===== src/rtl/mem_arbiter_pkg.sv =====
// Shared processor package: memory-arbiter defaults, state encoding and a
// small state-classification helper used by the arbiter.
package mem_arbiter_pkg;

   localparam int DEF_BLOCK_WORDS = 8;    // 16-bit words per cache block
   localparam int DEF_ADDR_WIDTH  = 16;   // byte-address width
   localparam int WORD_WIDTH      = 16;

   // Arbiter states, kept as plain constants for legacy tools.
   localparam logic [2:0] ST_IDLE   = 3'd0;
   localparam logic [2:0] ST_IFILL  = 3'd1;
   localparam logic [2:0] ST_DFILL  = 3'd2;
   localparam logic [2:0] ST_DWRITE = 3'd3;
   localparam logic [2:0] ST_DONE   = 3'd4;

   // Which requester owns the operation currently in flight.
   typedef enum logic {
      OWNER_I = 1'b0,
      OWNER_D = 1'b1
   } owner_e;

   // True for the two block-fill states.
   function automatic logic is_fill(input logic [2:0] st);
      return (st == ST_IFILL) || (st == ST_DFILL);
   endfunction

endpackage


===== src/rtl/mem_arbiter_if.sv =====
// Request/memory bus of the memory arbiter.
//   slave  : the arbiter's view (takes cache requests, drives memory/fill side)
//   master : the environment's view (caches and memory model)
interface mem_arbiter_if #(
   parameter int ADDR_WIDTH  = mem_arbiter_pkg::DEF_ADDR_WIDTH,
   parameter int BLOCK_WORDS = mem_arbiter_pkg::DEF_BLOCK_WORDS
);
   import mem_arbiter_pkg::*;

   // Cache request side
   logic                           i_req;
   logic [ADDR_WIDTH-1:0]          i_addr;
   logic                           d_req;
   logic                           d_wr;
   logic [ADDR_WIDTH-1:0]          d_addr;
   logic [WORD_WIDTH-1:0]          d_wdata;

   // Memory side
   logic                           mem_enable;
   logic                           mem_wr;
   logic [ADDR_WIDTH-1:0]          mem_addr;
   logic [WORD_WIDTH-1:0]          mem_wdata;
   logic [WORD_WIDTH-1:0]          mem_rdata;
   logic                           mem_valid;

   // Cache fill / completion side
   logic [$clog2(BLOCK_WORDS)-1:0] fill_word;
   logic [WORD_WIDTH-1:0]          fill_data;
   logic                           i_fill_we;
   logic                           d_fill_we;
   logic                           i_done;
   logic                           d_done;
   logic                           busy;

   modport slave (
      input  i_req, i_addr, d_req, d_wr, d_addr, d_wdata, mem_rdata, mem_valid,
      output mem_enable, mem_wr, mem_addr, mem_wdata,
             fill_word, fill_data, i_fill_we, d_fill_we, i_done, d_done, busy
   );

   modport master (
      output i_req, i_addr, d_req, d_wr, d_addr, d_wdata, mem_rdata, mem_valid,
      input  mem_enable, mem_wr, mem_addr, mem_wdata,
             fill_word, fill_data, i_fill_we, d_fill_we, i_done, d_done, busy
   );

endinterface


===== src/rtl/mem_arbiter.sv =====
// mem_arbiter: shares one memory port between instruction-cache block fills,
// data-cache block fills and data-side single-word write-throughs. The data
// side wins when both ask in the same IDLE cycle. Fill reads are issued
// back-to-back; returns are counted separately because memory latency is
// unknown, and the operation completes once the last word is written.
module mem_arbiter #(
   parameter int BLOCK_WORDS = mem_arbiter_pkg::DEF_BLOCK_WORDS,
   parameter int ADDR_WIDTH  = mem_arbiter_pkg::DEF_ADDR_WIDTH
) (
   input  logic         clk,
   input  logic         rst_n,
   mem_arbiter_if.slave bus
);
   import mem_arbiter_pkg::*;

   localparam int IW  = $clog2(BLOCK_WORDS);
   localparam int IW1 = IW + 1;
   localparam int OFF = IW + 1;   // byte-offset bits inside one block
   localparam logic [IW:0]   ISSUE_END = IW1'(BLOCK_WORDS);
   localparam logic [IW-1:0] RET_LAST  = IW'(BLOCK_WORDS - 1);

   logic [2:0]            state_q, state_d;
   logic [ADDR_WIDTH-1:0] addr_q, addr_d;
   logic [WORD_WIDTH-1:0] wdata_q, wdata_d;
   owner_e                owner_q, owner_d;
   logic [IW:0]           issue_cnt_q, issue_cnt_d;
   logic [IW-1:0]         ret_cnt_q, ret_cnt_d;

   logic                  in_fill;
   logic                  issue_active;

   logic                  mem_enable;
   logic                  mem_wr;
   logic [ADDR_WIDTH-1:0] mem_addr;
   logic [WORD_WIDTH-1:0] mem_wdata;
   logic [WORD_WIDTH-1:0] fill_data;
   logic                  i_fill_we;
   logic                  d_fill_we;
   logic                  i_done;
   logic                  d_done;

   assign in_fill      = is_fill(state_q);
   assign issue_active = in_fill && (issue_cnt_q != ISSUE_END);

   // Next-state logic: grant in IDLE, issue/return counting in the fill states.
   always_comb begin
      // NOTE: every signal written here gets a default first, so no latch is inferred.
      state_d     = state_q;
      addr_d      = addr_q;
      wdata_d     = wdata_q;
      owner_d     = owner_q;
      issue_cnt_d = issue_cnt_q;
      ret_cnt_d   = ret_cnt_q;

      case (state_q)
         ST_IDLE: begin
            if (bus.d_req) begin
               addr_d      = bus.d_addr;
               wdata_d     = bus.d_wdata;
               owner_d     = OWNER_D;
               issue_cnt_d = '0;
               ret_cnt_d   = '0;
               state_d     = bus.d_wr ? ST_DWRITE : ST_DFILL;
            end else if (bus.i_req) begin
               addr_d      = bus.i_addr;
               wdata_d     = '0;
               owner_d     = OWNER_I;
               issue_cnt_d = '0;
               ret_cnt_d   = '0;
               state_d     = ST_IFILL;
            end
         end

         ST_IFILL, ST_DFILL: begin
            if (issue_active) begin
               issue_cnt_d = issue_cnt_q + IW1'(1);
            end
            if (bus.mem_valid) begin
               ret_cnt_d = ret_cnt_q + IW'(1);   // wraps to 0 after the last word
               if (ret_cnt_q == RET_LAST) begin
                  state_d = ST_DONE;
               end
            end
         end

         ST_DWRITE: state_d = ST_DONE;

         ST_DONE: begin
            issue_cnt_d = '0;
            state_d     = ST_IDLE;
         end

         default: state_d = ST_IDLE;
      endcase
   end

   // State and latched-request registers.
   always_ff @(posedge clk or negedge rst_n) begin
      // NOTE: every flop here is reset; the block holds no storage array that could skip it.
      if (!rst_n) begin
         state_q     <= ST_IDLE;
         addr_q      <= '0;
         wdata_q     <= '0;
         owner_q     <= OWNER_I;
         issue_cnt_q <= '0;
         ret_cnt_q   <= '0;
      end else begin
         // NOTE: non-blocking assignments so every flop samples pre-edge values.
         state_q     <= state_d;
         addr_q      <= addr_d;
         wdata_q     <= wdata_d;
         owner_q     <= owner_d;
         issue_cnt_q <= issue_cnt_d;
         ret_cnt_q   <= ret_cnt_d;
      end
   end

   // Memory strobes, fill strobes and completion pulses decoded from state.
   always_comb begin
      mem_enable = 1'b0;
      mem_wr     = 1'b0;
      mem_addr   = '0;
      mem_wdata  = '0;
      fill_data  = '0;
      i_fill_we  = 1'b0;
      d_fill_we  = 1'b0;
      i_done     = 1'b0;
      d_done     = 1'b0;

      if (issue_active) begin
         mem_enable = 1'b1;
         mem_addr   = {addr_q[ADDR_WIDTH-1:OFF], issue_cnt_q[IW-1:0], 1'b0};
      end else if (state_q == ST_DWRITE) begin
         mem_enable = 1'b1;
         mem_wr     = 1'b1;
         mem_addr   = addr_q;
         mem_wdata  = wdata_q;
      end

      // Fill data is only passed through while a fill can consume it, so it
      // reads as zero in reset and in the non-fill states.
      if (in_fill) begin
         fill_data = bus.mem_rdata;
         i_fill_we = bus.mem_valid && (state_q == ST_IFILL);
         d_fill_we = bus.mem_valid && (state_q == ST_DFILL);
      end

      if (state_q == ST_DONE) begin
         i_done = (owner_q == OWNER_I);
         d_done = (owner_q == OWNER_D);
      end
   end

   assign bus.mem_enable = mem_enable;
   assign bus.mem_wr     = mem_wr;
   assign bus.mem_addr   = mem_addr;
   assign bus.mem_wdata  = mem_wdata;
   assign bus.fill_word  = ret_cnt_q;
   assign bus.fill_data  = fill_data;
   assign bus.i_fill_we  = i_fill_we;
   assign bus.d_fill_we  = d_fill_we;
   assign bus.i_done     = i_done;
   assign bus.d_done     = d_done;
   assign bus.busy       = (state_q != ST_IDLE);

endmodule


===== src/flat_wrapper.sv =====
// flat-port wrapper written by rule: the top's interface ports become plain ports
module mem_arbiter_flat import mem_arbiter_pkg::*;
#(
   parameter int BLOCK_WORDS = mem_arbiter_pkg::DEF_BLOCK_WORDS,
   parameter int ADDR_WIDTH  = mem_arbiter_pkg::DEF_ADDR_WIDTH
)
  (clk, rst_n, bus_i_req, bus_i_addr, bus_d_req, bus_d_wr, bus_d_addr, bus_d_wdata, bus_mem_rdata, bus_mem_valid, bus_mem_enable, bus_mem_wr, bus_mem_addr, bus_mem_wdata, bus_fill_word, bus_fill_data, bus_i_fill_we, bus_d_fill_we, bus_i_done, bus_d_done, bus_busy);
  mem_arbiter_if #(.ADDR_WIDTH(ADDR_WIDTH), .BLOCK_WORDS(BLOCK_WORDS)) bus_i ();
  input  logic clk;
  input  logic rst_n;
  input wire logic [$bits(bus_i.i_req)-1:0] bus_i_req;
  input wire logic [$bits(bus_i.i_addr)-1:0] bus_i_addr;
  input wire logic [$bits(bus_i.d_req)-1:0] bus_d_req;
  input wire logic [$bits(bus_i.d_wr)-1:0] bus_d_wr;
  input wire logic [$bits(bus_i.d_addr)-1:0] bus_d_addr;
  input wire logic [$bits(bus_i.d_wdata)-1:0] bus_d_wdata;
  input wire logic [$bits(bus_i.mem_rdata)-1:0] bus_mem_rdata;
  input wire logic [$bits(bus_i.mem_valid)-1:0] bus_mem_valid;
  output wire logic [$bits(bus_i.mem_enable)-1:0] bus_mem_enable;
  output wire logic [$bits(bus_i.mem_wr)-1:0] bus_mem_wr;
  output wire logic [$bits(bus_i.mem_addr)-1:0] bus_mem_addr;
  output wire logic [$bits(bus_i.mem_wdata)-1:0] bus_mem_wdata;
  output wire logic [$bits(bus_i.fill_word)-1:0] bus_fill_word;
  output wire logic [$bits(bus_i.fill_data)-1:0] bus_fill_data;
  output wire logic [$bits(bus_i.i_fill_we)-1:0] bus_i_fill_we;
  output wire logic [$bits(bus_i.d_fill_we)-1:0] bus_d_fill_we;
  output wire logic [$bits(bus_i.i_done)-1:0] bus_i_done;
  output wire logic [$bits(bus_i.d_done)-1:0] bus_d_done;
  output wire logic [$bits(bus_i.busy)-1:0] bus_busy;
  assign bus_i.i_req = bus_i_req;
  assign bus_i.i_addr = bus_i_addr;
  assign bus_i.d_req = bus_d_req;
  assign bus_i.d_wr = bus_d_wr;
  assign bus_i.d_addr = bus_d_addr;
  assign bus_i.d_wdata = bus_d_wdata;
  assign bus_i.mem_rdata = bus_mem_rdata;
  assign bus_i.mem_valid = bus_mem_valid;
  assign bus_mem_enable = bus_i.mem_enable;
  assign bus_mem_wr = bus_i.mem_wr;
  assign bus_mem_addr = bus_i.mem_addr;
  assign bus_mem_wdata = bus_i.mem_wdata;
  assign bus_fill_word = bus_i.fill_word;
  assign bus_fill_data = bus_i.fill_data;
  assign bus_i_fill_we = bus_i.i_fill_we;
  assign bus_d_fill_we = bus_i.d_fill_we;
  assign bus_i_done = bus_i.i_done;
  assign bus_d_done = bus_i.d_done;
  assign bus_busy = bus_i.busy;
  mem_arbiter #(.BLOCK_WORDS(BLOCK_WORDS), .ADDR_WIDTH(ADDR_WIDTH)) u_core (.clk(clk), .rst_n(rst_n), .bus(bus_i));
endmodule

===== config.mk =====
export PLATFORM = sky130hd
export DESIGN_NAME = mem_arbiter_flat
export DESIGN_NICKNAME = d
export VERILOG_FILES = /design/src/rtl/mem_arbiter_pkg.sv /design/src/rtl/mem_arbiter_if.sv /design/src/rtl/mem_arbiter.sv /design/src/flat_wrapper.sv
export SDC_FILE = /design/constraint.sdc
export NUM_CORES = 1
export LEC_CHECK = 0
export ABC_AREA = 0
export CAP_MARGIN = 10
export CORE_MARGIN = 2
export CORE_UTILIZATION = 42
export DETAILED_ROUTE_END_ITERATION = 10
export HOLD_SLACK_MARGIN = 0.15
export PLACE_DENSITY = 0.86
export SLEW_MARGIN = 15
export SYNTH_ARGS = -nofsm -noshare
export SYNTH_HDL_FRONTEND = slang
export SYNTH_SLANG_ARGS = --single-unit

===== constraint.sdc =====
create_clock -name clk -period 3.5 [get_ports clk]
set_input_delay 0.35 -clock clk [delete_from_list [all_inputs] [get_ports clk]]
set_output_delay 0.35 -clock clk [all_outputs]
set_load 0.005 [all_outputs]

Word level (Yosys, flattened, before mapping)

Index checks and enable logic that the tools add are counted.

Div/mod/pow operators: 0
Eq/ne operators: 10
Bitwise operators: 1
Add/sub/neg operators: 2
Muxes and demuxes: 32
Reductions and logical operators: 14
Multipliers: 0
$lt $le $gt $ge: 0
Shifts and indexed selects: 0

Operator list:

| cell                                                                    | count |
|---|---|
| 16-bit 2-to-1 mux                                                       | 9 |
| 3-bit 2-to-1 mux                                                        | 7 |
| 4-bit 2-to-1 mux                                                        | 3 |
| 4-bit one-hot mux with 3 select lines                                   | 1 |
| 1-bit 2-to-1 mux                                                        | 10 |
| 3-bit one-hot mux with 3 select lines                                   | 1 |
| 3-bit AND reduction                                                     | 3 |
| 3-bit by 2-bit == test with 1-bit output, second input constant         | 2 |
| 3-bit == test, second input constant                                    | 2 |
| 3-bit one-hot mux with 2 select lines                                   | 1 |
| 3-bit nonzero test                                                      | 2 |
| 4-bit by 1-bit adder with 4-bit output, second input constant           | 1 |
| 2-bit by 1-bit inequality test with 1-bit output, second input constant | 2 |
| 4-bit inequality test, second input constant                            | 1 |
| 2-bit nonzero test                                                      | 2 |
| 3-bit by 1-bit adder with 3-bit output, second input constant           | 1 |
| 3-bit by 1-bit == test with 1-bit output, second input constant         | 1 |
| 1-bit logical AND                                                       | 3 |
| 3-bit zero test                                                         | 1 |
| 3-bit inequality test, second input constant                            | 1 |
| 2-bit inequality test, second input constant                            | 1 |
| 2-bit AND reduction                                                     | 1 |
| 2-bit OR reduction                                                      | 1 |
| 1-bit logical OR                                                        | 1 |
| 1-bit inverter                                                          | 1 |

Input bits: 70
RAM bits: 0
Memories kept: 0
Latch bits: 0
Memory bits (read-only): 0
Flip-flop bits (word level): 43
Word-level logic and storage cells: 65
Output and inout port bits: 58

Logic depth before layout (Yosys ltp)

Gate-level depths: netlist (run 1).

Word-level depth: 5
Mapped depth: 7
Depth with buffers taken out: 6

Worst setup path after synthesis (run 1)

Ideal clock, no wire load.

Kind: register to output
Start: register u_core.issue_cnt_q[0]
End: output port bus_mem_addr[10]
Setup slack: 1844 ps
Arrival time: 1306 ps
Stages on the path, launching flop included: 8
Cells stage by stage: dfrtp_1 -> inv_1 -> ha_1 -> nand3b_1 -> nand2_1 -> a21oi_1 -> buf_2 -> and2_1

Word-level cells in the longest chain between the ends: 3

Ends and longest elaborated chain:

| item                   | RTL line           | RTL |
|---|---|---|
| from (decl)            | mem_arbiter.sv:26  | `logic [IW:0] issue_cnt_q, issue_cnt_d;` |
| from (signal assigned) | mem_arbiter.sv:113 | `issue_cnt_q <= issue_cnt_d;` |
| 4-bit inequality test  | mem_arbiter.sv:43  | `assign issue_active = in_fill && (issue_cnt_q != ISSUE_END);` |
| 1-bit logical AND      | mem_arbiter.sv:43  |  |
| 16-bit 2-to-1 mux      | mem_arbiter.sv:130 | `if (issue_active) begin` |
| to (decl)              | flat_wrapper.sv:21 | `output wire logic [$bits(bus_i.mem_addr)-1:0] bus_mem_addr;` |

No other way between the ends.

Final worst setup path (run 1)

Start: register u_core.issue_cnt_q[0]
End: output port bus_mem_addr[6]

Same word-level chain as after synthesis.

==> results of run 1 <==
[per-layer routing]
layer	share of wire, %	wire [µm]
met5	0	0
met4	1.6	91
met3	10	601
met2	49	2800
met1	40	2280
[flip-flops by register name, indices dropped and copies added, names as in the netlist]
register,cells
u_core.wdata_q,16
u_core.addr_q,16
u_core.state_q,3
u_core.owner_q,1
u_core.issue_cnt_q,4
u_core.bus.fill_word,3
[worst paths after layout]
kind | cells past startpoint | slack [ns] | end
max in group asynchronous | 1 | 2.72 | u_core.addr_q[12]$_DFFE_PN0P_
min in group clk | 2 | 0.47 | u_core.addr_q[7]$_DFFE_PN0P_
worst min register to register | 2 | 0.47 | u_core.addr_q[7]$_DFFE_PN0P_
worst max-delay path | 7 | 0.57 | bus_mem_addr[6]
worst min-delay path | 1 | 0.20 | u_core.bus.fill_word[2]$_DFFE_PN0P_
worst max register to register | 3 | 1.64 | u_core.wdata_q[13]$_DFFE_PN0P_
[logic make-up (layout without fill, tap and decap cells)]
family | after synthesis | in the layout | synth area share [%]
AOI/OAI and AO/OA | 53 | 53 | 16.1
xor gates and xnor gates | 1 | 1 | 0.380
adders and majority gates | 4 | 4 | 2.17
buffers and inverters | 25 | 143 | 5.10
DFF | 43 | 43 | 46.6
muxes | 18 | 18 | 7.86
and+or+nand+nor | 92 | 92 | 21.7
[power by group]
part	internal, µW	switching (µW)	total [µW]
clock	139	166	306
combinational	919	659	1580
sequential	720	160	880
[worst register-to-register path, delay by kind of cell, from the launching register on]
kind	cells	cell delay, ns
and+or+nand+nor	2	1.05
DFF	1	0.52
AOI/OAI and AO/OA	1	0.23
[final cells by class]
cell class | instances | area, µm² | share of cell area, %
Multi-Input combinational cell | 168 | 1110 | 30.3
Tap cell | 70 | 87.6 | 2.38
Inverter | 4 | 15.0 | 0.409
Clock buffer | 6 | 72.6 | 1.98
Sequential cell | 43 | 1080 | 29.3
Timing Repair Buffer | 131 | 1300 | 35.3
Clock inverter | 2 | 12.5 | 0.341
[cell usage in the layout (no fill, tap or decap)]
cell	n
clkdlybuf4s50_1	126
dfrtp_1	43
and2_1	31
nand2_1	25
a22o_1	20
o21ai_0	20
and3_1	18
mux2i_1	17
nor3_1	6
clkbuf_8	5
inv_1	4
nand3_1	4
ha_1	4
buf_4	4
a21oi_1	3
a21o_1	3
nor2_1	2
a32o_1	2
xor2_1	1
nand3b_1	1
or2_4	1
or2_2	1
a22oi_1	1
or2_1	1
nor2b_1	1
o31a_1	1
o211ai_1	1
mux2_2	1
and2_4	1
a41oi_1	1
a31oi_1	1
clkinv_2	1
clkinvlp_4	1
clkbuf_1	1
buf_2	1
[stage by stage]
stage          instance area [µm²]  worst slack [ns]
2_1_floorplan                 2310              1.84
4_1_cts                       3670             0.510
6_report                      3670             0.568
5_1_grt                       3670             0.327
3_5_place_dp                  3590             0.837
3_3_place_gp                  3590             0.983
==> run_results.csv, run 1 <==
group,metric,value,unit
run_status,outcome,"completed",
timing,whs,0.202,ns
logic_synthesis,async_flop_share,100,%
timing,finalHoldViolations,0,
logic_synthesis,syn_inst,236,
worst_hold_path,hold_path.class,"input pin to asynchronous set/reset pin",
timing,setup_viol,0,
logic_synthesis,synthFlopType,"dfrtp_1",
clock_network,clk_latency,0.29,ns
setup_path,end_kind,"primary output",
detailed_routing,drc_errors,0,
detailed_routing,drt_iter0_markers,148,
floorplan,rows,26,
final_layout,finalNonFillerCells,424,
logic_synthesis,synth_area,2310,µm²
clock_network,tritoncts,"yes",
logic_synthesis,syn_area_per_cell,9.78,µm²
clock_network,cts_buffers,5,
logic_synthesis,yosysTopAreaCellShare,46.6,%
detailed_routing,via_count,2153,
logic_synthesis,synth-edff-count,0,
final_layout,nFillCells,440,
setup_path,slowest_delay,0.66,ns
setup_path,path_buf_inv,2,
global_route,use_met2,34.3,%
floorplan,dieArea,6100,µm²
logic_synthesis,synth_area_leaders,"dfrtp_1, and2_1, a22o_1",
global_route,grt_max_degree,50,
global_route,met1_usage,19.4,%
setup_path,critPathKind,"register to primary output",
floorplan,dieHeight,78.1,µm
timing,slew_headroom,37.4,%
setup_path,critPathTopFamily,"compound AO/OA/AOI/OAI gates",
floorplan,die_w,78.1,µm
logic_synthesis,yosysMostFrequentCell,"dfrtp_1",
final_layout,area_growth,59.2,%
logic_synthesis,ys_ff_latch,43,
global_route,grt_pass1_wl,9.18,mm
setup_path,crit_fanout,13,
timing,max_freq,0.341,GHz
setup_path,r2r-start,"u_core.state_q[2]$_DFFE_PN0P_",
final_layout,drive_gt1_share,4.52,%
timing,period_share,83.8,%
setup_path,path_cells,"inv_1 > ha_1 > nand3b_1 > nand2_1 > a21oi_1 > and2_1 > clkdlybuf4s50_1",
global_route,track_usage,18.7,%
global_route,grt-ovfl-total,0,
clock_network,cts_resized,0,
setup_path,startpoint,"u_core.issue_cnt_q[0]$_DFFE_PN0P_",
global_route,antenna_found_initial,0,
place,placed_cells,416,
clock_network,clock_sinks,43,
logic_synthesis,ys_seq_area_share,46.6,%
global_route,grt_busiest_layer,"met2",
detailed_routing,routed_wirelength,5.78,mm
timing,period_needed,2.93,ns
floorplan,io_pins,128,
job,maxCapViolCount,0,
setup_path,critPathLaunchType,"register",
logic_synthesis,synthTopCellsByCount,"dfrtp_1, and2_1, nand2_1",
detailed_routing,firstDrtPassIters,4,
timing,worstMarginPinSlew,0.939,ns
clock_network,clk_pin_slew,0.08,ns
final_layout,antennaDiodeCount,0,
power,powerDensity,753,nW/µm²
logic_synthesis,synth_top_area_cell,"dfrtp_1",
timing,final_max_slew_viol_count,0,
place,hpwl,4.30,mm
timing,setup-tns-final,0,ns
global_route,grt_use_met3,7.13,%
clock_network,cts_setup_buffers,0,
place,gp_congestion,0.805,
logic_synthesis,yosys_warnings,0,
power,p_total,2760,µW
logic_synthesis,syn-num-nets,310,
detailed_routing,vias_per_cell,5.08,
clock_network,clk_path_buf_depth,2,
timing,skew,0.00519,ns
setup_path,slowest_stage,"a21oi_1",
setup_path,required,3.15,ns
global_route,first_global_vias,2085,
floorplan,core-area,5200,µm²
power,ir_drop,0.000412,V
final_layout,utilization,70.6,%
logic_synthesis,ys_types,32,
place,port_buffers,127,
detailed_routing,wl_per_cell,13.6,µm
clock_network,cts-hold-fix-buffers,0,
detailed_routing,final_antenna_net_count,0,
clock_network,h-tree-depth,2,
timing,rsz0062_at_grt,"false",
power,p_leak,0.00165,µW
final_layout,finalNetCount,427,
floorplan,initial_core_util,44.3,%
setup_path,critPathArrivalTime,2.58,ns
clock_network,cts.root.buffer_cell,"clkbuf_8",
No activity file was read; power rests on OpenSTA's default activity.
==> run 2: changes to the inputs <==
--- a/config.mk
+++ b/config.mk
@@ -8,10 +8,10 @@
 export ABC_AREA = 0
 export CAP_MARGIN = 10
 export CORE_MARGIN = 2
-export CORE_UTILIZATION = 42
+export CORE_UTILIZATION = 35
 export DETAILED_ROUTE_END_ITERATION = 10
 export HOLD_SLACK_MARGIN = 0.15
-export PLACE_DENSITY = 0.86
+export PLACE_DENSITY = 0.77
 export SLEW_MARGIN = 15
 export SYNTH_ARGS = -nofsm -noshare
 export SYNTH_HDL_FRONTEND = slang
==> constraint.sdc (replaced) <==
create_clock -name clk -period 2.35 [get_ports clk]
set_input_delay 0.235 -clock clk [delete_from_list [all_inputs] [get_ports clk]]
set_output_delay 0.235 -clock clk [all_outputs]
set_load 0.005 [all_outputs]
==> run 2 against run 1 <==
Net effect: sequential share of layout area fell by 1.4 points; final cell count rose by 4.7%; power rose by 61%; clock-buffer cell count rose by 1.
==> run_results.csv, run 2 (synthesized netlist as in run 1, its figures left out) <==
group,metric,value,unit
setup_path,end_kind,"primary output",
detailed_routing,firstDrtPassIters,4,
worst_hold_path,hold_path.class,"register to register",
clock_network,cts.root.buffer_cell,"clkbuf_8",
detailed_routing,routed_wirelength,6.34,mm
floorplan,dieHeight,85.2,µm
job,maxCapViolCount,0,
clock_network,clock_sinks,43,
final_layout,antennaDiodeCount,0,
detailed_routing,final_antenna_net_count,0,
timing,finalHoldViolations,0,
clock_network,clk_path_buf_depth,2,
place,gp_congestion,0.809,
detailed_routing,drt_iter0_markers,85,
run_status,outcome,"completed",
clock_network,clk_latency,0.29,ns
floorplan,io_pins,128,
final_layout,most-common-layout-cells,"clkdlybuf4s50_1, dfrtp_1, and2_1, nand2_1",
final_layout,drive_gt1_share,9.81,%
clock_network,clk_pin_slew,0.08,ns
floorplan,core-area,6350,µm²
timing,whs,0.479,ns
setup_path,critPathLaunchType,"register",
global_route,grt-ovfl-total,0,
timing,slew_headroom,36.0,%
final_layout,area_growth,67.7,%
setup_path,crit_fanout,21,
floorplan,rows,29,
timing,setup_viol,0,
clock_network,tritoncts,"yes",
global_route,antenna_found_initial,0,
setup_path,critPathArrivalTime,1.97,ns
final_layout,final_common_cell,"clkdlybuf4s50_1",
place,port_buffers,127,
power,p_total,4440,µW
final_layout,reg.largest.list,"u_core.addr_q: 16 flops, u_core.wdata_q: 16 flops, u_core.issue_cnt_q: 4 flops",
timing,worst_slack,0.149,ns
setup_path,critPathKind,"register to primary output",
final_layout,utilization,60.9,%
timing,setup-tns-final,0,ns
timing,period_needed,2.20,ns
clock_network,cts_buffers,5,
place,hpwl,4.60,mm
global_route,first_global_vias,2226,
detailed_routing,vias_per_cell,5.03,
floorplan,dieArea,7260,µm²
final_layout,finalNetCount,440,
power,p_leak,0.00191,µW
global_route,track_usage,17.2,%
setup_path,required,2.12,ns
floorplan,die_w,85.2,µm
global_route,grt_pass1_wl,10.2,mm
detailed_routing,via_count,2232,
timing,final_max_slew_viol_count,0,
power,powerDensity,1150,nW/µm²
detailed_routing,wl_per_cell,14.3,µm
detailed_routing,drc_errors,0,
timing,worstMarginPinSlew,0.959,ns
timing,period_share,93.7,%
floorplan,initial_core_util,36.3,%
power,ir_drop,0.000548,V
global_route,grt_max_degree,44,
clock_network,h-tree-depth,2,
timing,max_freq,0.454,GHz
timing,skew,0.00231,ns
timing,rsz0062_at_grt,"false",
place,dp_worst_setup_slack,0.293,ns
[run 2: repair_timing]
action	CTS	global route
setup endpoints to repair	12	48
pin swaps	0	1
setup buffers	2	5
cloned	0	1
endpoints found under the hold margin	43	0
gates resized for setup	0	26
hold buffers	1	0
[run 2: worst max-delay path: stages (launching register included)]
cell and delay, ns:
dfrtp_2 0.47, nand2_1 0.19, nor2_1 0.17, buf_6 0.19, and2_1 0.15, clkdlybuf4s50_1 0.51
[run 2: per-stage QoR]
step	instances	cell area (µm²)
after floorplan	236	2310
after global placement	427	3630
after detailed placement	427	3630
after CTS	438	3760
after global routing	444	3870
final	444	3870
[run 2: worst paths after layout]
| check | from | endpoint | slack [ns] | cells after the start |
|---|---|---|---|---|
| min in group asynchronous | rst_n | u_core.bus.fill_word[2]$_DFFE_PN0P_ | 0.63 | 2 |
| max | u_core.state_q[1]$_DFFE_PN0P_ | bus_mem_addr[0] | 0.15 | 5 |
| min reg2reg | u_core.addr_q[8]$_DFFE_PN0P_ | u_core.addr_q[8]$_DFFE_PN0P_ | 0.48 | 2 |
| max reg2reg | u_core.state_q[2]$_DFFE_PN0P_ | u_core.wdata_q[9]$_DFFE_PN0P_ | 0.73 | 4 |
| max in group asynchronous | rst_n | u_core.state_q[1]$_DFFE_PN0P_ | 1.07 | 2 |
| min | u_core.addr_q[8]$_DFFE_PN0P_ | u_core.addr_q[8]$_DFFE_PN0P_ | 0.48 | 2 |
[run 2: per-layer routing]
metal	vias to the layer above	GRT usage (%)	wire, µm
li1	1088	-	-
met1	1041	20.2	2500
met2	99	30.5	3210
met3	4	6.13	593
met4	0	3.61	37
met5	-	0	0
[run 2: cell type report]
class | count | area, µm²
inverter | 4 | 15.0
fill | 538 | 2480
timing repair buffer | 144 | 1440
sequential | 43 | 1080
clock inverter | 1 | 7.51
multi-input combinational | 168 | 1130
tap | 77 | 96.3
clock buffer | 7 | 96.3
[run 2: power breakdown]
group	internal (µW)	switching, µW	total, µW
combinational	1530	1050	2580
sequential	1080	257	1330
clock	268	258	525
==> run 3: changes to the inputs <==
--- a/config.mk
+++ b/config.mk
@@ -8,10 +8,10 @@
 export ABC_AREA = 0
 export CAP_MARGIN = 10
 export CORE_MARGIN = 2
-export CORE_UTILIZATION = 35
+export CORE_UTILIZATION = 42
 export DETAILED_ROUTE_END_ITERATION = 10
 export HOLD_SLACK_MARGIN = 0.15
-export PLACE_DENSITY = 0.77
+export PLACE_DENSITY_LB_ADDON = 0.2
 export SLEW_MARGIN = 15
 export SYNTH_ARGS = -nofsm -noshare
 export SYNTH_HDL_FRONTEND = slang
==> constraint.sdc (replaced) <==
create_clock -name clk -period 2.64 [get_ports clk]
set_input_delay 0.264 -clock clk [delete_from_list [all_inputs] [get_ports clk]]
set_output_delay 0.264 -clock clk [all_outputs]
set_load 0.005 [all_outputs]
==> run 3 against run 2 <==
Net effect: clock skew increased by 0.0013 ns; final cell count fell by 3.8%; sequential power shrank 11%; combinational power fell by 19%; power down 17%; utilization increased by 10 points; clock power fell by 24%; cell area decreased by 4.5%; global-route usage rose by 3.2 points; non-clock buffer count fell by 11; worst hold slack worse by 0.0021 ns; die area shrank 16%; critical path type unchanged; critical endpoint is now bus_mem_addr[10]; largest cell class unchanged.
==> run_results.csv, run 3 (synthesized netlist as in run 1, its figures left out) <==
group,metric,value,unit
worst_hold_path,worstHoldStart,"u_core.addr_q[10]$_DFFE_PN0P_",
global_route,use_met2,34.5,%
worst_hold_path,worstHoldPathCells,2,
detailed_routing,drc_errors,0,
power,power.share.clock,10.8,%
power,powerDensity,996,nW/µm²
floorplan,die_w,78.1,µm
clock_network,clk_latency,0.29,ns
setup_path,r2r-end,"u_core.wdata_q[1]$_DFFE_PN0P_",
global_route,grt_busiest_layer,"met2",
floorplan,dieArea,6100,µm²
final_layout,nFillCells,431,
floorplan,initial_core_util,44.3,%
power,swShare,35.4,%
final_layout,regArea,1080,µm²
setup_path,ff2ff_setup_slack,0.74,ns
timing,setup-tns-final,0,ns
global_route,grt_max_degree,50,
final_layout,reg.largest.list,"u_core.addr_q: 16 flops, u_core.wdata_q: 16 flops, u_core.issue_cnt_q: 4 flops",
global_route,met1_usage,24.4,%
power,p_comb_share,57.0,%
clock_network,cts.root.buffer_cell,"clkbuf_8",
detailed_routing,via_count,2187,
final_layout,finalNetCount,430,
global_route,track_usage,20.4,%
power,power_frac_seq,32.2,%
floorplan,io_pins,128,
place,hpwl,4.39,mm
power,switchingPower,1300,µW
timing,max_freq,0.402,GHz
clock_network,clk_pin_slew,0.08,ns
timing,period_needed,2.49,ns
setup_path,end_kind,"primary output",
detailed_routing,wl_per_cell,14.0,µm
timing,finalHoldViolations,0,
power,p_int,2380,µW
setup_path,r2r-start,"u_core.state_q[2]$_DFFE_PN0P_",
final_layout,most-common-layout-cells,"clkdlybuf4s50_1, dfrtp_1, and2_1, nand2_1",
final_layout,final_common_cell,"clkdlybuf4s50_1",
detailed_routing,firstDrtPassIters,4,
final_layout,area_growth,60.2,%
global_route,first_global_vias,2158,
job,maxCapViolCount,0,
detailed_routing,vias_per_cell,5.12,
place,gp_congestion,0.767,
global_route,grt_use_met3,7.24,%
detailed_routing,routed_wirelength,5.96,mm
floorplan,rows,26,
final_layout,utilization,71.0,%
worst_hold_path,whs_endpoint,"u_core.addr_q[10]$_DFFE_PN0P_",
timing,skew,0.00364,ns
place,placed_cells,417,
clock_network,clock_sinks,43,
final_layout,finalNonFillerCells,427,
floorplan,core-area,5200,µm²
clock_network,h-tree-depth,2,
timing,rsz0062_at_grt,"false",
worst_hold_path,hold_path.class,"register to register",
clock_network,tritoncts,"yes",
clock_network,cts_setup_buffers,0,
global_route,grt_pass1_wl,9.94,mm
floorplan,dieHeight,78.1,µm
timing,final_max_slew_viol_count,0,
final_layout,multi_input_area,1110,µm²
setup_path,crit_fanout,13,
final_layout,drive_gt1_share,5.04,%
timing,worstMarginPinSlew,0.922,ns
timing,slew_headroom,38.6,%
setup_path,critPathLaunchType,"register",
final_layout,antennaDiodeCount,0,
run_status,outcome,"completed",
setup_path,critPathKind,"register to primary output",
timing,period_share,94.3,%
global_route,antenna_found_initial,0,
power,p_leak,0.00166,µW
timing,whs,0.477,ns
power,ir_drop,0.000503,V
setup_path,reg2reg_depth,3,
place,port_buffers,127,
clock_network,cts_buffers,5,
detailed_routing,drt_iter0_markers,86,
global_route,grt-ovfl-total,0,
detailed_routing,final_antenna_net_count,0,
setup_path,required,2.38,ns
timing,setup_viol,0,
setup_path,critPathArrivalTime,2.23,ns
clock_network,clk_path_buf_depth,2,
run 3: cell types whose count changed in the layout (fill, tap and decap cells not counted), moves of 2 or more:
cell | before | now
buf_4 | 13 | 5
buf_6 | 3 | 0
clkbuf_1 | 0 | 2
clkbuf_8 | 7 | 5
clkdlybuf4s50_1 | 113 | 126
dfrtp_1 | 40 | 43
dfrtp_2 | 3 | 0
dlymetal6s2s_1 | 13 | 0
run 3: critical path: stages (launching register included):
cell and delay, ns:
dfrtp_1 0.42, inv_1 0.09, ha_1 0.20, nand3b_1 0.13
nand2_1 0.07, a21oi_1 0.15, buf_4 0.20, and2_1 0.15
clkdlybuf4s50_1 0.51
run 3: worst max-delay path by stage:
| stage | start | end |
|---|---|---|
| floorplan | u_core.issue_cnt_q[0]$_DFFE_PN0P_ | bus_mem_addr[10] |
| global placement | u_core.issue_cnt_q[0]$_DFFE_PN0P_ | bus_mem_addr[5] |
| detailed placement | u_core.issue_cnt_q[0]$_DFFE_PN0P_ | bus_mem_addr[11] |
| CTS | u_core.issue_cnt_q[0]$_DFFE_PN0P_ | bus_mem_addr[11] |
| global route | u_core.issue_cnt_q[1]$_DFFE_PN0P_ | bus_mem_addr[11] |
| finish | u_core.issue_cnt_q[0]$_DFFE_PN0P_ | bus_mem_addr[10] |
run 3: metrics by stage:
| stage | setup WS (ns) | instance area, µm² | total power (µW) |
|---|---|---|---|
| after floorplan | 1.07 | 2310 | 2270 |
| after detailed placement | 0.514 | 3600 | 3300 |
| final | 0.151 | 3700 | 3680 |
| after global routing | 0.0390 | 3700 | 4020 |
| after CTS | 0.167 | 3690 | 3710 |
| after global placement | 0.554 | 3600 | 3240 |
run 3: power groups by stage:
stage	Sequential [µW]	Clock (µW)	Combinational [µW]
6_report	1180	399	2100
5_1_grt	1220	435	2360
4_1_cts	1180	408	2120
3_5_place_dp	1180	0	2120
3_3_place_gp	1180	0	2070
2_1_floorplan	1080	0	1190
run 3: cell type report:
class | instances | area share (%)
Multi-Input combinational cell | 168 | 30.1
Clock buffer | 7 | 2.06
Clock inverter | 1 | 0.135
Timing Repair Buffer | 133 | 35.5
Timing Repair inverter | 1 | 0.135
Inverter | 4 | 0.508
Sequential cell | 43 | 29.1
Tap cell | 70 | 2.37
run 3: routing by layer:
| layer | vias up | part of all wire, % |
|---|---|---|
| met5 | - | 0 |
| met4 | 0 | 1.5 |
| met3 | 8 | 9.5 |
| met2 | 91 | 48 |
| met1 | 1029 | 41 |
| li1 | 1059 | - |
run 3: repair_timing:
item	in CTS	in global routing
endpoints found under the setup margin	0	1
hold endpoints to repair	43	0
hold buffers	1	0
resized for setup	0	1
